===== src/rtl/instr_fetch_unit.sv =====
// Fetch front end: requests 64-byte lines on the Sysbus, buffers the eight
// response beats and streams 32-bit instructions with their PCs to decode.
module instr_fetch_unit #(
    parameter int                     BUS_DATA_WIDTH = 64,
    parameter int                     BUS_TAG_WIDTH  = 13,
    parameter int                     LINE_BEATS     = 8,
    parameter logic [BUS_TAG_WIDTH-1:0] READ_TAG     = 13'b1000100000000
) (
    input  logic                      clk,
    input  logic                      reset,
    input  logic [63:0]               entry,
    input  logic                      redirect_valid,
    input  logic [63:0]               redirect_pc,
    output logic                      bus_reqcyc,
    output logic [63:0]               bus_req,
    output logic [BUS_TAG_WIDTH-1:0]  bus_reqtag,
    input  logic                      bus_reqack,
    input  logic                      bus_respcyc,
    input  logic [BUS_DATA_WIDTH-1:0] bus_resp,
    input  logic [BUS_TAG_WIDTH-1:0]  bus_resptag,
    output logic                      bus_respack,
    output logic                      inst_valid,
    output logic [31:0]               inst,
    output logic [63:0]               inst_pc,
    input  logic                      inst_ready,
    output logic                      halt,
    output logic [1:0]                dbg_state_o
);

    typedef enum logic [1:0] {S_REQ = 2'd0, S_RESP = 2'd1, S_DRAIN = 2'd2, S_HALT = 2'd3} state_e;

    state_e                    state_q;
    logic [63:0]               pc_q;
    logic [2:0]                beat_cnt_q;
    logic                      discard_q;
    logic [BUS_DATA_WIDTH-1:0] buf_q [LINE_BEATS];

    logic [BUS_DATA_WIDTH-1:0] sel_beat;
    logic [31:0]               slot_word;
    logic [63:0]               redirect_pc_al;
    logic                      word_zero;
    logic                      unused_ok;

    // Slot 2k is the low half of beat k, slot 2k+1 the high half.
    assign sel_beat       = buf_q[pc_q[5:3]];
    assign slot_word      = pc_q[2] ? sel_beat[63:32] : sel_beat[31:0];
    assign word_zero      = (slot_word == 32'd0);
    assign redirect_pc_al = {redirect_pc[63:2], 2'b00};
    assign unused_ok      = ^{bus_resptag, redirect_pc[1:0]};

    assign bus_reqcyc  = (state_q == S_REQ) && !reset;
    assign bus_req     = {pc_q[63:6], 6'b0};
    assign bus_reqtag  = READ_TAG;
    assign bus_respack = (state_q == S_RESP) && bus_respcyc && !reset;
    assign inst_valid  = (state_q == S_DRAIN) && !word_zero && !reset;
    assign inst        = slot_word;
    assign inst_pc     = pc_q;
    assign halt        = (state_q == S_HALT) && !reset;
    assign dbg_state_o = state_q;

    always_ff @(posedge clk) begin
        if (reset) begin
            pc_q       <= entry;
            state_q    <= S_REQ;
            beat_cnt_q <= 3'd0;
            discard_q  <= 1'b0;
        end else begin
            case (state_q)
                S_REQ: begin
                    if (redirect_valid) begin
                        pc_q <= redirect_pc_al;
                    end
                    // An ack in the redirect cycle means the stale line is
                    // already in flight; take its beats and throw them away.
                    if (bus_reqack) begin
                        state_q   <= S_RESP;
                        discard_q <= redirect_valid;
                    end
                end
                S_RESP: begin
                    if (redirect_valid) begin
                        pc_q      <= redirect_pc_al;
                        discard_q <= 1'b1;
                    end
                    if (bus_respcyc) begin
                        buf_q[beat_cnt_q] <= bus_resp;
                        beat_cnt_q        <= beat_cnt_q + 3'd1;
                        if (beat_cnt_q == 3'(LINE_BEATS - 1)) begin
                            state_q   <= (discard_q || redirect_valid) ? S_REQ : S_DRAIN;
                            discard_q <= 1'b0;
                        end
                    end
                end
                S_DRAIN: begin
                    if (redirect_valid) begin
                        pc_q    <= redirect_pc_al;
                        state_q <= S_REQ;
                    end else if (word_zero) begin
                        state_q <= S_HALT;
                    end else if (inst_ready) begin
                        pc_q <= pc_q + 64'd4;
                        if (pc_q[5:2] == 4'd15) begin
                            state_q <= S_REQ;
                        end
                    end
                end
                default: state_q <= S_HALT;
            endcase
        end
    end

endmodule


===== config.mk =====
export PLATFORM = sky130hd
export DESIGN_NAME = instr_fetch_unit
export DESIGN_NICKNAME = d
export VERILOG_FILES = /design/src/rtl/instr_fetch_unit.sv
export SDC_FILE = /design/constraint.sdc
export NUM_CORES = 1
export LEC_CHECK = 0
export BUFFER_PORTS_ARGS = -buffer_cell sky130_fd_sc_hd__buf_2
export CORE_MARGIN = 3
export CORE_UTILIZATION = 45
export CTS_CLUSTER_SIZE = 40
export DETAILED_ROUTE_END_ITERATION = 8
export GPL_TIMING_DRIVEN = 0
export PLACE_DENSITY = 0.68
export SETUP_SLACK_MARGIN = 0.1
export SLEW_MARGIN = 15
export SYNTH_ARGS = -nofsm -noshare
export SYNTH_HDL_FRONTEND = slang
export SYNTH_SLANG_ARGS = --single-unit
export TNS_END_PERCENT = 1

===== constraint.sdc =====
create_clock -name clk -period 6.6 [get_ports clk]
set_input_delay 0.66 -clock clk [delete_from_list [all_inputs] [get_ports clk]]
set_output_delay 0.66 -clock clk [all_outputs]
set_load 0.05 [all_outputs]

==> metrics <==
largest net degree at the start of global routing 47; CTS root buf clkbuf_16; r2r worst-path depth 11; Die X 241.5 um; CP arrival 4.92 ns; remaining antenna violation count 0; setup TNS 0 ns; storage element area 0.01748 sq mm; WP data required 5.94 ns; Sink Count 585; Synth Instances 1501; clock buffer depth 3; die area 0.05832 sq mm; CP Max Fanout 10; WL final 67150 um; Hold/Removal Path Class in -> reg; row cnt 85; Clock Skew 0.04749 ns; synth-to-layout area growth 21.65%; Final #Nets 2181; Final Wtd Congestion 0.9224; Final setup viols 0; vias in the first global route 15244; final core occ 0.5586; hold violation count in the final report 0; remaining global-route overflow 0; Max Cap Viol 0; worst r2r src inst_pc[2]; RSZ-0062 raised after global routing false; Mapped Area 0.02496 sq mm; worst setup margin 1.025 ns; worst vdd ir 0.0002724 V; Die H 241.5 um; DRT Pass-1 Iters 5; post_cts resized 0; Cell variety after synth 58; CP endpoint inst_valid; Critical Path Source inst_pc[2]; FFs w/ async S/R, synth 0; pre-CTS setup slack 1.692 ns; sequential-to-total area share from yosys stat 0.7003; R2R Setup Slk 1.64 ns; Remaining DRCs 0; CP startpoint kind flip-flop; leakage 10.89 nW; post-CTS setup buffers 0; Avg Inst Size Synth 16.63 sq um; DRT iter0 DRCs 1462; Final period util 0.8448; initial antenna violation count 17; Post-synth EDFFs 576; number of I/O pins 390; total CTS buffers 59; DR WL/cell 24.23 um; Fillers 4265; TritonCTS clock tree built; first-pass GRT wire length 97010 um; CP endpoint kind primary output; # port buffers 353; H-tree Lvls 2; predominant post-synthesis flop cell edfxtp_1; Slew headroom 0.3617; Starting Density 0.4592; Core Area 0.05435 sq mm; Worst-path clk slew 0.06 ns; Power Density 288.3 mW/mm^2; Pwr Total 8.754 mW; area of the multi-input gates 0.006586 sq mm; vias 15389; Final HPWL DP 47910 um; outcome complete, no violations; Clk Latency, worst-skew pair 0.64 ns; Final Max Slew Viols 0; CP Class reg -> out; pin slew with the least headroom to its limit 0.9475 ns; post-DR vias/cell 5.554; GRT Overall Usage 0.2258; final worst path period need 5.575 ns; Worst R2R End inst_pc[24]; maximum clock frequency 179.4 MHz; hold buffer count at cts 0; share of cells above drive strength 1 0.3492; Yosys Warn Count 0; register bit total from synthesis 585
-- logic make-up after synthesis --
group	count (synthesis)	share of synthesized area
compound gates	188	0.04768
xor+xnor	57	0.02000
fa+ha+maj	3	0.001504
simple gates	307	0.05756
buf+inv	166	0.04126
flops	585	0.7003
other cells	2	0.0003009
mux	193	0.1314
-- state kept, by name, summed over array words and instances, names as in the netlist, named ones only --
signal	flops
buf_q	512
inst_pc	64
beat_cnt_q	3
dbg_state_o	2
discard_q	1
-- worst max-delay path, stage by stage (launching register included) --
cell	delay (ns)
edfxtp_1	0.37
clkbuf_1	0.49
buf_1	0.60
nand2_1	0.41
o22ai_1	0.22
nor2_1	0.13
or4_1	0.59
nor3b_1	0.54
nand4_2	0.41
and3_1	0.32
buf_2	0.21
-- cells in the final DEF, fill, tap and decap left out, types with 27 or more instances in the layout --
cell and n:
nor2_1 66, clkbuf_1 50, mux2i_1 85, a21oi_1 37
xnor2_1 30, clkbuf_16 59, o21ai_0 69, mux4_2 96
xor2_1 27, buf_4 89, nand2_1 117, edfxtp_1 576
buf_2 369
-- how the worst min path moves through the flow --
stage	depth (start not counted)	startpoint	endpoint
2_1_floorplan	2	discard_q	discard_q
3_3_place_gp	2	discard_q	discard_q
3_5_place_dp	2	discard_q	discard_q
4_1_cts	1	bus_resp[23]	buf_q[4][23]
5_1_grt	1	bus_resp[9]	buf_q[4][9]
6_report	1	bus_resp[20]	buf_q[4][20]
-- through the flow --
step	cell area (sq um)	hold WS, ns	cells
6_report	30360	0.2827	2771
5_1_grt	30340	0.2835	2762
4_1_cts	30310	0.2517	2755
3_5_place_dp	28440	0.5655	2645
3_3_place_gp	27720	0.5240	2610
2_1_floorplan	25030	0.5135	1518
-- cell usage after synthesis, types with 26 or more instances --
master / n / area, sq um
o21ai_0: 69 / 345.3
clkbuf_1: 41 / 153.9
a22oi_1: 26 / 195.2
buf_4: 83 / 623.1
nand2_1: 117 / 439.2
mux4_2: 96 / 2162
a21oi_1: 37 / 185.2
nor2_1: 72 / 270.3
edfxtp_1: 576 / 17300
nand3_1: 26 / 130.1
mux2i_1: 85 / 850.8
xor2_1: 27 / 236.5
xnor2_1: 30 / 262.8
-- layout make-up --
type	instances	area share
Timing Repair Buffer	388	0.08000
Inverter	14	0.001813
Tap cell	739	0.03046
Buffer	152	0.03219
Clock inverter	42	0.01187
Clock buffer	68	0.04974
Antenna cell	16	0.001319
Multi-Input combinational cell	767	0.2169
Sequential cell	585	0.5757
-- layer usage --
metal	GRT usage	wire length [um]	vias up
met2	0.3493	31540	640
met1	0.3213	27970	7814
met3	0.05351	5818	132
met4	0.06971	1737	12
met5	0	80	-
li1	-	-	6791
-- power by group --
part | switching, mW | internal [mW] | leakage [nW] | total, mW
registers | 0.0713 | 4.14 | 5.35 | 4.22
clock network | 1.42 | 1.81 | 0.919 | 3.22
logic | 0.895 | 0.423 | 4.62 | 1.32
total | 2.38 | 6.37 | 10.9 | 8.75
No activity file was read; power rests on OpenSTA's default activity.
